### src/rtl/porta_rolante_ctrl_pkg.sv
// porta_pkg: shared types and constants for the rolling-door controller.
// State encodings are fixed because estado drives the LED/debug display.
package porta_pkg;

    typedef enum logic [2:0] {
        INIT     = 3'd0,
        FECHADO  = 3'd1,
        ABRINDO  = 3'd2,
        ABERTO   = 3'd3,
        FECHANDO = 3'd4,
        PARADO   = 3'd5,
        FALHA    = 3'd6
    } estado_t;

    localparam int unsigned TRAVEL_MAX_DEF  = 100;
    localparam int unsigned HOLD_CYCLES_DEF = 50;

    // Board switch indices
    localparam int unsigned SWI_FECHAR = 0;
    localparam int unsigned SWI_ABRIR  = 1;
    localparam int unsigned SWI_BAIXO  = 2;
    localparam int unsigned SWI_CIMA   = 4;
    localparam int unsigned SWI_RESET  = 7;

    // Board LED indices
    localparam int unsigned LED_MOTOR_ABRINDO  = 0;
    localparam int unsigned LED_MOTOR_FECHANDO = 1;
    localparam int unsigned LED_ALARME         = 3;
    localparam int unsigned LED_CLK            = 7;

    // Width of the shared timer: must hold the larger of the two limits.
    function automatic int unsigned cnt_width(input int unsigned a, input int unsigned b);
        return $clog2(((a > b) ? a : b) + 1);
    endfunction

    // States in which a motor runs and the travel watchdog is armed.
    function automatic logic is_travel_state(input estado_t s);
        return (s == INIT) || (s == ABRINDO) || (s == FECHANDO);
    endfunction

endpackage

### src/rtl/porta_rolante_ctrl_timer.sv
// porta_timer: clear/enable counter that saturates at all-ones.
// Clear has priority over enable; reset is synchronous, active-high.
module porta_timer #(
    parameter int unsigned CNT_W = 7
) (
    input  logic             clk_2,
    input  logic             reset,
    input  logic             clr_i,
    input  logic             en_i,
    output logic [CNT_W-1:0] count_o
);

    logic [CNT_W-1:0] count_q;

    // Count register: clear, or advance while enabled and not saturated.
    always_ff @(posedge clk_2) begin
        if (reset || clr_i) begin
            count_q <= '0;
        end else if (en_i && (count_q != '1)) begin
            count_q <= count_q + 1'b1;
        end
    end

    assign count_o = count_q;

endmodule

### src/rtl/porta_rolante_ctrl.sv
// porta_rolante_ctrl: rolling-door sequencing controller.
// Optional feature: define AUTO_CLOSE_EN to close automatically after
// HOLD_CYCLES in ABERTO (held off while obstaculo is high).
module porta_rolante_ctrl
    import porta_pkg::*;
#(
    parameter int unsigned TRAVEL_MAX  = TRAVEL_MAX_DEF,
    parameter int unsigned HOLD_CYCLES = HOLD_CYCLES_DEF
) (
    input  logic       clk_2,
    input  logic       reset,
    input  logic       cmd_abrir,
    input  logic       cmd_fechar,
    input  logic       em_baixo,
    input  logic       em_cima,
    input  logic       obstaculo,
    output logic       motor_abrindo,
    output logic       motor_fechando,
    output logic       alarme,
    output logic [2:0] estado,
    output logic       busy
);

    localparam int unsigned CNT_W = cnt_width(TRAVEL_MAX, HOLD_CYCLES);
    localparam logic [CNT_W-1:0] TRAVEL_LAST = CNT_W'(TRAVEL_MAX - 1);
`ifdef AUTO_CLOSE_EN
    localparam logic [CNT_W-1:0] HOLD_LAST = CNT_W'(HOLD_CYCLES - 1);
`endif

    estado_t          state_q, state_d;
    logic             motor_abrindo_q, motor_fechando_q, alarme_q, busy_q;
    logic             timer_clr, timer_en;
    logic [CNT_W-1:0] count;

    porta_timer #(
        .CNT_W (CNT_W)
    ) u_timer (
        .clk_2   (clk_2),
        .reset   (reset),
        .clr_i   (timer_clr),
        .en_i    (timer_en),
        .count_o (count)
    );

    // Next-state selection, highest-priority condition first.
    always_comb begin
        state_d = state_q;
        if ((state_q != FALHA) && em_baixo && em_cima) begin
            state_d = FALHA;
        end else if (is_travel_state(state_q) && (count == TRAVEL_LAST)) begin
            state_d = FALHA;
        end else begin
            case (state_q)
                INIT: begin
                    if (em_baixo) state_d = FECHADO;
                end
                FECHADO: begin
                    if (cmd_abrir) state_d = ABRINDO;
                end
                ABRINDO: begin
                    if (em_cima)                      state_d = ABERTO;
                    else if (cmd_fechar && !cmd_abrir) state_d = PARADO;
                end
                ABERTO: begin
                    if (cmd_fechar && !cmd_abrir && !obstaculo) state_d = FECHANDO;
`ifdef AUTO_CLOSE_EN
                    else if ((count == HOLD_LAST) && !obstaculo) state_d = FECHANDO;
`endif
                end
                FECHANDO: begin
                    if (obstaculo || cmd_abrir) state_d = ABRINDO;
                    else if (em_baixo)          state_d = FECHADO;
                end
                PARADO: begin
                    if (cmd_abrir)                     state_d = ABRINDO;
                    else if (cmd_fechar && !obstaculo) state_d = FECHANDO;
                end
                default: state_d = state_q;
            endcase
        end
    end

    // Timer runs in travel states (and in ABERTO for auto-close, stopping
    // at HOLD_CYCLES-1 so an obstacle simply holds the pending close).
    always_comb begin
        timer_clr = (state_d != state_q);
        timer_en  = 1'b0;
        case (state_q)
            INIT, ABRINDO, FECHANDO: timer_en = 1'b1;
`ifdef AUTO_CLOSE_EN
            ABERTO:                  timer_en = (count != HOLD_LAST);
`endif
            default:                 timer_en = 1'b0;
        endcase
    end

    // State register with outputs decoded from the next state, so every
    // output comes straight from a flop.
    always_ff @(posedge clk_2) begin
        if (reset) begin
            state_q          <= INIT;
            motor_abrindo_q  <= 1'b0;
            motor_fechando_q <= 1'b1;
            alarme_q         <= 1'b0;
            busy_q           <= 1'b1;
        end else begin
            state_q          <= state_d;
            motor_abrindo_q  <= (state_d == ABRINDO);
            motor_fechando_q <= (state_d == INIT) || (state_d == FECHANDO);
            alarme_q         <= (state_d == FALHA);
            busy_q           <= (state_d == ABRINDO) || (state_d == INIT) ||
                                (state_d == FECHANDO);
        end
    end

    assign motor_abrindo  = motor_abrindo_q;
    assign motor_fechando = motor_fechando_q;
    assign alarme         = alarme_q;
    assign busy           = busy_q;
    assign estado         = state_q;

endmodule

### config.mk
export PLATFORM = sky130hd
export DESIGN_NAME = porta_rolante_ctrl
export DESIGN_NICKNAME = d
export VERILOG_FILES = /design/src/rtl/porta_rolante_ctrl_pkg.sv /design/src/rtl/porta_rolante_ctrl_timer.sv /design/src/rtl/porta_rolante_ctrl.sv
export SDC_FILE = /design/constraint.sdc
export NUM_CORES = 1
export LEC_CHECK = 0
export CAP_MARGIN = 5
export CORE_ASPECT_RATIO = 1.1
export CORE_UTILIZATION = 52
export DETAILED_ROUTE_END_ITERATION = 12
export GPL_ROUTABILITY_DRIVEN = 0
export PLACE_DENSITY = 0.77
export SYNTH_ARGS = -nofsm -noshare
export SYNTH_HDL_FRONTEND = slang
export SYNTH_SLANG_ARGS = --single-unit
### constraint.sdc
create_clock -name clk_2 -period 2.05 [get_ports clk_2]
set_input_delay 0.5125 -clock clk_2 [delete_from_list [all_inputs] [get_ports clk_2]]
set_output_delay 0.5125 -clock clk_2 [all_outputs]
set_load 0.05 [all_outputs]
### Word level (Yosys, flattened, before mapping)

Cells that the tools add are included.

| storage, ports and cells | value |
|---|---|
| register bits after elaboration | 14 |
| bits in latches | 0 |
| memory bits (writable) | 0 |
| ROM bits | 0 |
| input port bits | 7 |
| output and inout port bits | 7 |
| word-level logic and storage cells | 50 |
| memories kept | 0 |

| operators by class | value |
|---|---|
| add/subtract/negate cells | 1 |
| multiply operators | 0 |
| divide/modulo/power cells | 0 |
| order comparisons | 0 |
| equality and inequality tests | 12 |
| shifts and indexed selects | 0 |
| muxes and demuxes | 12 |
| bitwise operators | 0 |
| reduce and logical (&&, ||, !) cells | 19 |

Operator list:

| cell | number |
|---|---|
| 3-bit two-way mux | 10 |
| 3-bit case mux with 6 select lines | 1 |
| 3-bit equality test, second input constant | 4 |
| 3-bit by 2-bit equality test with 1-bit output, second input constant | 3 |
| 7-bit by 1-bit adder with 7-bit output, second input constant | 1 |
| 7-bit equality test, second input constant | 1 |
| 1-bit logical AND | 7 |
| 1-bit logical OR | 7 |
| 7-bit != test, second input constant | 1 |
| 3-bit zero test | 2 |
| 3-bit by 1-bit equality test with 1-bit output, second input constant | 1 |
| 3-bit != test | 1 |
| 3-bit != test, second input constant | 1 |
| 3-bit OR reduction | 1 |
| 1-bit zero test | 2 |
| 1-bit two-way mux | 1 |

### Logic depth before layout (Yosys ltp)

| depth | value |
|---|---|
| depth after elaboration | 10 |
| mapped depth | 6 |
| depth with buffers taken out | 6 |

### By module

From an unflattened synthesis, not the netlist that was laid out.

| unflattened totals | value |
|---|---|
| cell total of the unflattened synthesis | 88 |
| area total of the unflattened synthesis | 797.0 um^2 |

Modules (own cells, without submodules):

| module | times used | cells each | area each (um^2) | sequential area each (um^2) |
|---|---|---|---|---|
| porta_rolante_ctrl | 1 | 52 | 455.4 | 140.1 |
| porta_timer | 1 | 36 | 341.6 | 140.1 |

### Least setup slack after synthesis

No wires, ideal clock.

| timing path | value |
|---|---|
| kind | register -> register |
| start | register state_q[1], in the netlist estado[1] |
| end | register u_timer.count_q[0], in the netlist u_timer.count_o[0] |
| library setup time | 131 ps |
| data arrival time | 1802 ps |
| data required time | 1919 ps |
| path slack | 116 ps |
| stages on the path, launching flop included | 6 |
| path buffers | 0 |
| period minus slack after synthesis | 1934 ps |
| path through | dfxtp_1 > nor2_1 > a32o_1 > or4bb_1 > o2111ai_4 > nor3_1 |

| between the ends | value |
|---|---|
| word-level cells in the longest chain between the ends | 8 |

Ends and longest elaborated chain:

| element | line | text |
|---|---|---|
| start: declaration | porta_rolante_ctrl.sv:30 | `estado_t state_q, state_d;` |
| start signal: assignment | porta_rolante_ctrl.sv:107 | `state_q <= state_d;` |
| branches (longest 8 deep; another with 3-bit case mux with 6 select lines) | n/a |  |
| end signal: assignment | porta_rolante_ctrl_timer.sv:20 | `count_q <= count_q + 1'b1;` |
| end: declaration | porta_rolante_ctrl_timer.sv:13 | `logic [CNT_W-1:0] count_q;` |

Parallel ways; which one is timed is not known.
A chain may end at the register's enable or synchronous reset.

### Final worst setup path

| timing path | value |
|---|---|
| start | input cmd_fechar |
| end | register u_timer.count_q[3], in the netlist u_timer.count_o[3] |

| between the ends | value |
|---|---|
| word-level cells in the longest chain between the ends | 8 |

Ends and longest elaborated chain:

| element | line | text |
|---|---|---|
| start: declaration | porta_rolante_ctrl.sv:13 | `input logic cmd_fechar,` |
| 1-bit logical AND (on tied branches) | porta_rolante_ctrl.sv:76, porta_rolante_ctrl.sv:62, porta_rolante_ctrl.sv:65 |  |
| 3-bit two-way mux (tied with other cells) | porta_rolante_ctrl.sv:76 | `else if (cmd_fechar && !obstaculo) state_d = FECHANDO;` |
| 3-bit two-way mux (on tied branches) | porta_rolante_ctrl.sv:75, porta_rolante_ctrl.sv:61, porta_rolante_ctrl.sv:65 |  |
| 3-bit case mux with 6 select lines (*) | porta_rolante_ctrl.sv:53 | `case (state_q)` |
| 3-bit two-way mux (*) | porta_rolante_ctrl.sv:50 | `end else if (is_travel_state(state_q) && (count == TRAVEL_LAST)) begin` |
| 3-bit two-way mux (*) | porta_rolante_ctrl.sv:48 | `if ((state_q != FALHA) && em_baixo && em_cima) begin` |
| 3-bit != test (*) | porta_rolante_ctrl.sv:86 | `timer_clr = (state_d != state_q);` |
| 1-bit logical OR (*) | porta_rolante_ctrl_timer.sv:17 | `if (reset \|\| clr_i) begin` |

Mark *: on every way between the ends. The rest lies on a longest branch, timed or not.

==> reports/qor.yml <==
clock_network:
  post-cts-setup-buffer-count: 0
  htree_levels: 1
  cts_sinks: 14
  numCtsBuffers: 3
  cts_buffer_depth: 2
  clock-root-buffer: "clkbuf_4"
  cts_resized: 0
  cts_tree: "done"
  ctsHoldBuffers: 0
  worstSkewPairLatency_ns: 0.28
  path_clk_slew_ns: 0.08
yosys:
  yosysUniqueCellTypes: 47
  syn_area_sq_um: 917.1
  dominantRegCellSynth: "dfxtp_1"
  post-synth-top-area-fraction: 0.3056
  synth_cells: 96
  synth_edf_count: 0
  yosysTopAreaCell: "dfxtp_1"
  synth.area.top_cells: "dfxtp_1 31%, nor3_1 4.9%, nor2_1 3.7%, o41ai_4 3.0%, o2111ai_4 2.9%"
  syn_nets: 104
  avgSynthCellArea_sq_um: 9.553
  async_flop_share: 0
  yosysSeqAreaShare: 0.3056
  ys_ff_latch: 14
  yosysWarningCount: 0
placement:
  post-place-ws_ns: -0.2666
  dp_hpwl_mm: 1.569
  io_buffers: 13
job:
  maxCapViolCount: 0
die:
  die_h_um: 46.05
  ioPinCount: 14
  num_rows: 15
  dieArea_sq_um: 1936
  start_util: 0.5682
  fp.dieW_um: 42.04
  core_area_sq_um: 1614
route:
  drc: 0
  wire_per_inst_um: 14.80
  dr.pass1.iters: 4
  drt-total-wl_mm: 2.101
  ant_nets: 0
  drt_iter0_markers: 17
  vias: 813
  viasPerCell: 5.725
setup_path:
  cp_slowest_stage_delay_ns: 0.52
  worstPathArrival_ns: 2.23
  crit_chain: "clkdlybuf4s50_1 > nand2b_1 > o211a_1 > o41ai_4 > nor2_1 > buf_4 > nor3_2"
  crit_type: "in -> reg"
  cp_slowest_cell: "clkdlybuf4s50_1"
  crit_path_start_kind: "input pin"
  rrSetupSlack_ns: 0.19
  path_max_fanout: 3
  endpoint_kind: "flip-flop"
  cp.required_ns: 2.26
timing:
  worst_pin_slew_ns: 0.4869
  slew_headroom: 0.6744
  layout_min_cycle_time_ns: 2.025
  max_freq_ghz: 0.4939
  finalSetupViolCount: 0
  period_share: 0.9876
  setup_tns_ns: 0
  finClkSkew_ns: 0.007317
  worst_slack_ns: 0.02541
  finalHoldViolCount: 0
  maxSlewViolCount: 0
pwr:
  leakage_nw: 0.4959
  max-vdd-ir-drop_v: 0.0005598
  power.switching_uw: 288.7
  p_int_uw: 511.1
  p_clk_frac: 0.186
  power_density_nw_per_um2: 654.3
  pwr-share-comb: 0.423
  switching_share: 0.3610
  seq_power_share: 0.392
layout:
  final_nets: 135
  area_growth_pct: 33.29
  drive_gt1_frac: 0.3440
  antenna_cells: 0
  post-route-util: 0.7574
run_status:
  status: "finished, final reports clean"
grt:
  first_global_vias: 742
  grt_pass1_wl_mm: 3.284
  antenna_found_initial: 0
  track_usage: 0.2253
  overflow: 0
  grt_max_degree: 12
hold_path:
  min_path_type: "reg -> reg"
-- cell usage after synthesis, types with 2 or more instances --
library cell,count
nor2b_1,4
o21ai_0,2
o21ai_1,2
buf_6,2
and2_1,2
dfxtp_1,14
inv_1,2
nand2b_1,3
nand2_1,5
a211oi_2,2
nor3_1,9
xnor2_1,2
nor2_1,9
o21ai_2,2
xor2_1,3
a21oi_1,2
-- layout make-up --
| class | count | area (sq um) |
|---|---|---|
| Multi-Input combinational cell | 77 | 628.1 |
| Fill cell | 113 | 391.6 |
| Sequential cell | 14 | 280.3 |
| Timing Repair Buffer | 29 | 262.8 |
| Clock buffer | 3 | 22.52 |
| Tap cell | 17 | 21.27 |
| Inverter | 2 | 7.507 |
-- cells by family (layout without fill, tap and decap cells) --
family                     Yosys count  in the layout  synth area share
muxes                                2              2           0.02728
buffers and inverters                5             34           0.03820
adders and majority gates            1              1           0.01364
xor gates and xnor gates             5              5           0.04776
AOI/OAI and AO/OA                   25             25            0.2824
DFF                                 14             14            0.3056
and+or+nand+nor                     44             44            0.2851
-- cells in the final DEF (no fill, tap or decap), drive strengths merged, types with 3 or more instances in the layout --
master | Yosys | layout
buf | 3 | 19
dfxtp | 14 | 14
nor2 | 9 | 9
nor3 | 9 | 9
clkdlybuf4s50 | 0 | 7
o21ai | 6 | 6
nand2 | 5 | 5
nor2b | 4 | 4
nand2b | 3 | 3
xor2 | 3 | 3
clkbuf | 0 | 3
dlymetal6s2s | 0 | 3
-- metal layers --
metal / vias to the layer above / GRT usage / routed length [um]
li1: 421 / - / -
met1: 372 / 0.2871 / 969
met3: 2 / 0.06349 / 90
met2: 18 / 0.3844 / 1032
met4: 0 / 0.05000 / 8
met5: - / 0 / 0
-- per-stage QoR --
stage / cell area (sq um) / hold WS, ns / cells / power (mW)
4_1_cts: 1189 / 0.5812 / 142 / 0.7909
3_3_place_gp: 1166 / 0.5360 / 139 / 0.6393
5_1_grt: 1222 / 0.6316 / 142 / 0.8351
6_report: 1222 / 0.6042 / 142 / 0.7998
3_5_place_dp: 1166 / 0.5688 / 139 / 0.6452
2_1_floorplan: 917.1 / 0.5162 / 96 / 0.5260
-- critical path: cells and delay by family --
kind | cells | cell delay [ns]
AOI/OAI and AO/OA | 2 | 0.66
buffers and inverters | 2 | 0.69
and+or+nand+nor | 3 | 0.37
-- power groups by stage --
stage	sequential (mW)	clock, mW	combinational [mW]
floorplan	0.369	0	0.156
global placement	0.318	0	0.321
detailed placement	0.319	0	0.326
CTS	0.312	0.152	0.327
global route	0.316	0.160	0.358
finish	0.313	0.149	0.338
-- sequential cells by signal (all words and copies together) (netlist names) --
| register | count |
|---|---|
| u_timer.count_o | 7 |
| motor_fechando | 1 |
| alarme | 1 |
| busy | 1 |
| estado | 3 |
| motor_abrindo | 1 |
-- worst paths after layout --
check,from,endpoint,cells past startpoint
max,cmd_fechar,u_timer.count_o[3]$_SDFFE_PP0P_,7
min,u_timer.count_o[6]$_SDFFE_PP0P_,u_timer.count_o[6]$_SDFFE_PP0P_,2
max reg2reg,estado[1]$_SDFF_PP0_,u_timer.count_o[6]$_SDFFE_PP0P_,5
min reg2reg,u_timer.count_o[6]$_SDFFE_PP0P_,u_timer.count_o[6]$_SDFFE_PP0P_,2
Power figures use the tool's default switching activity.
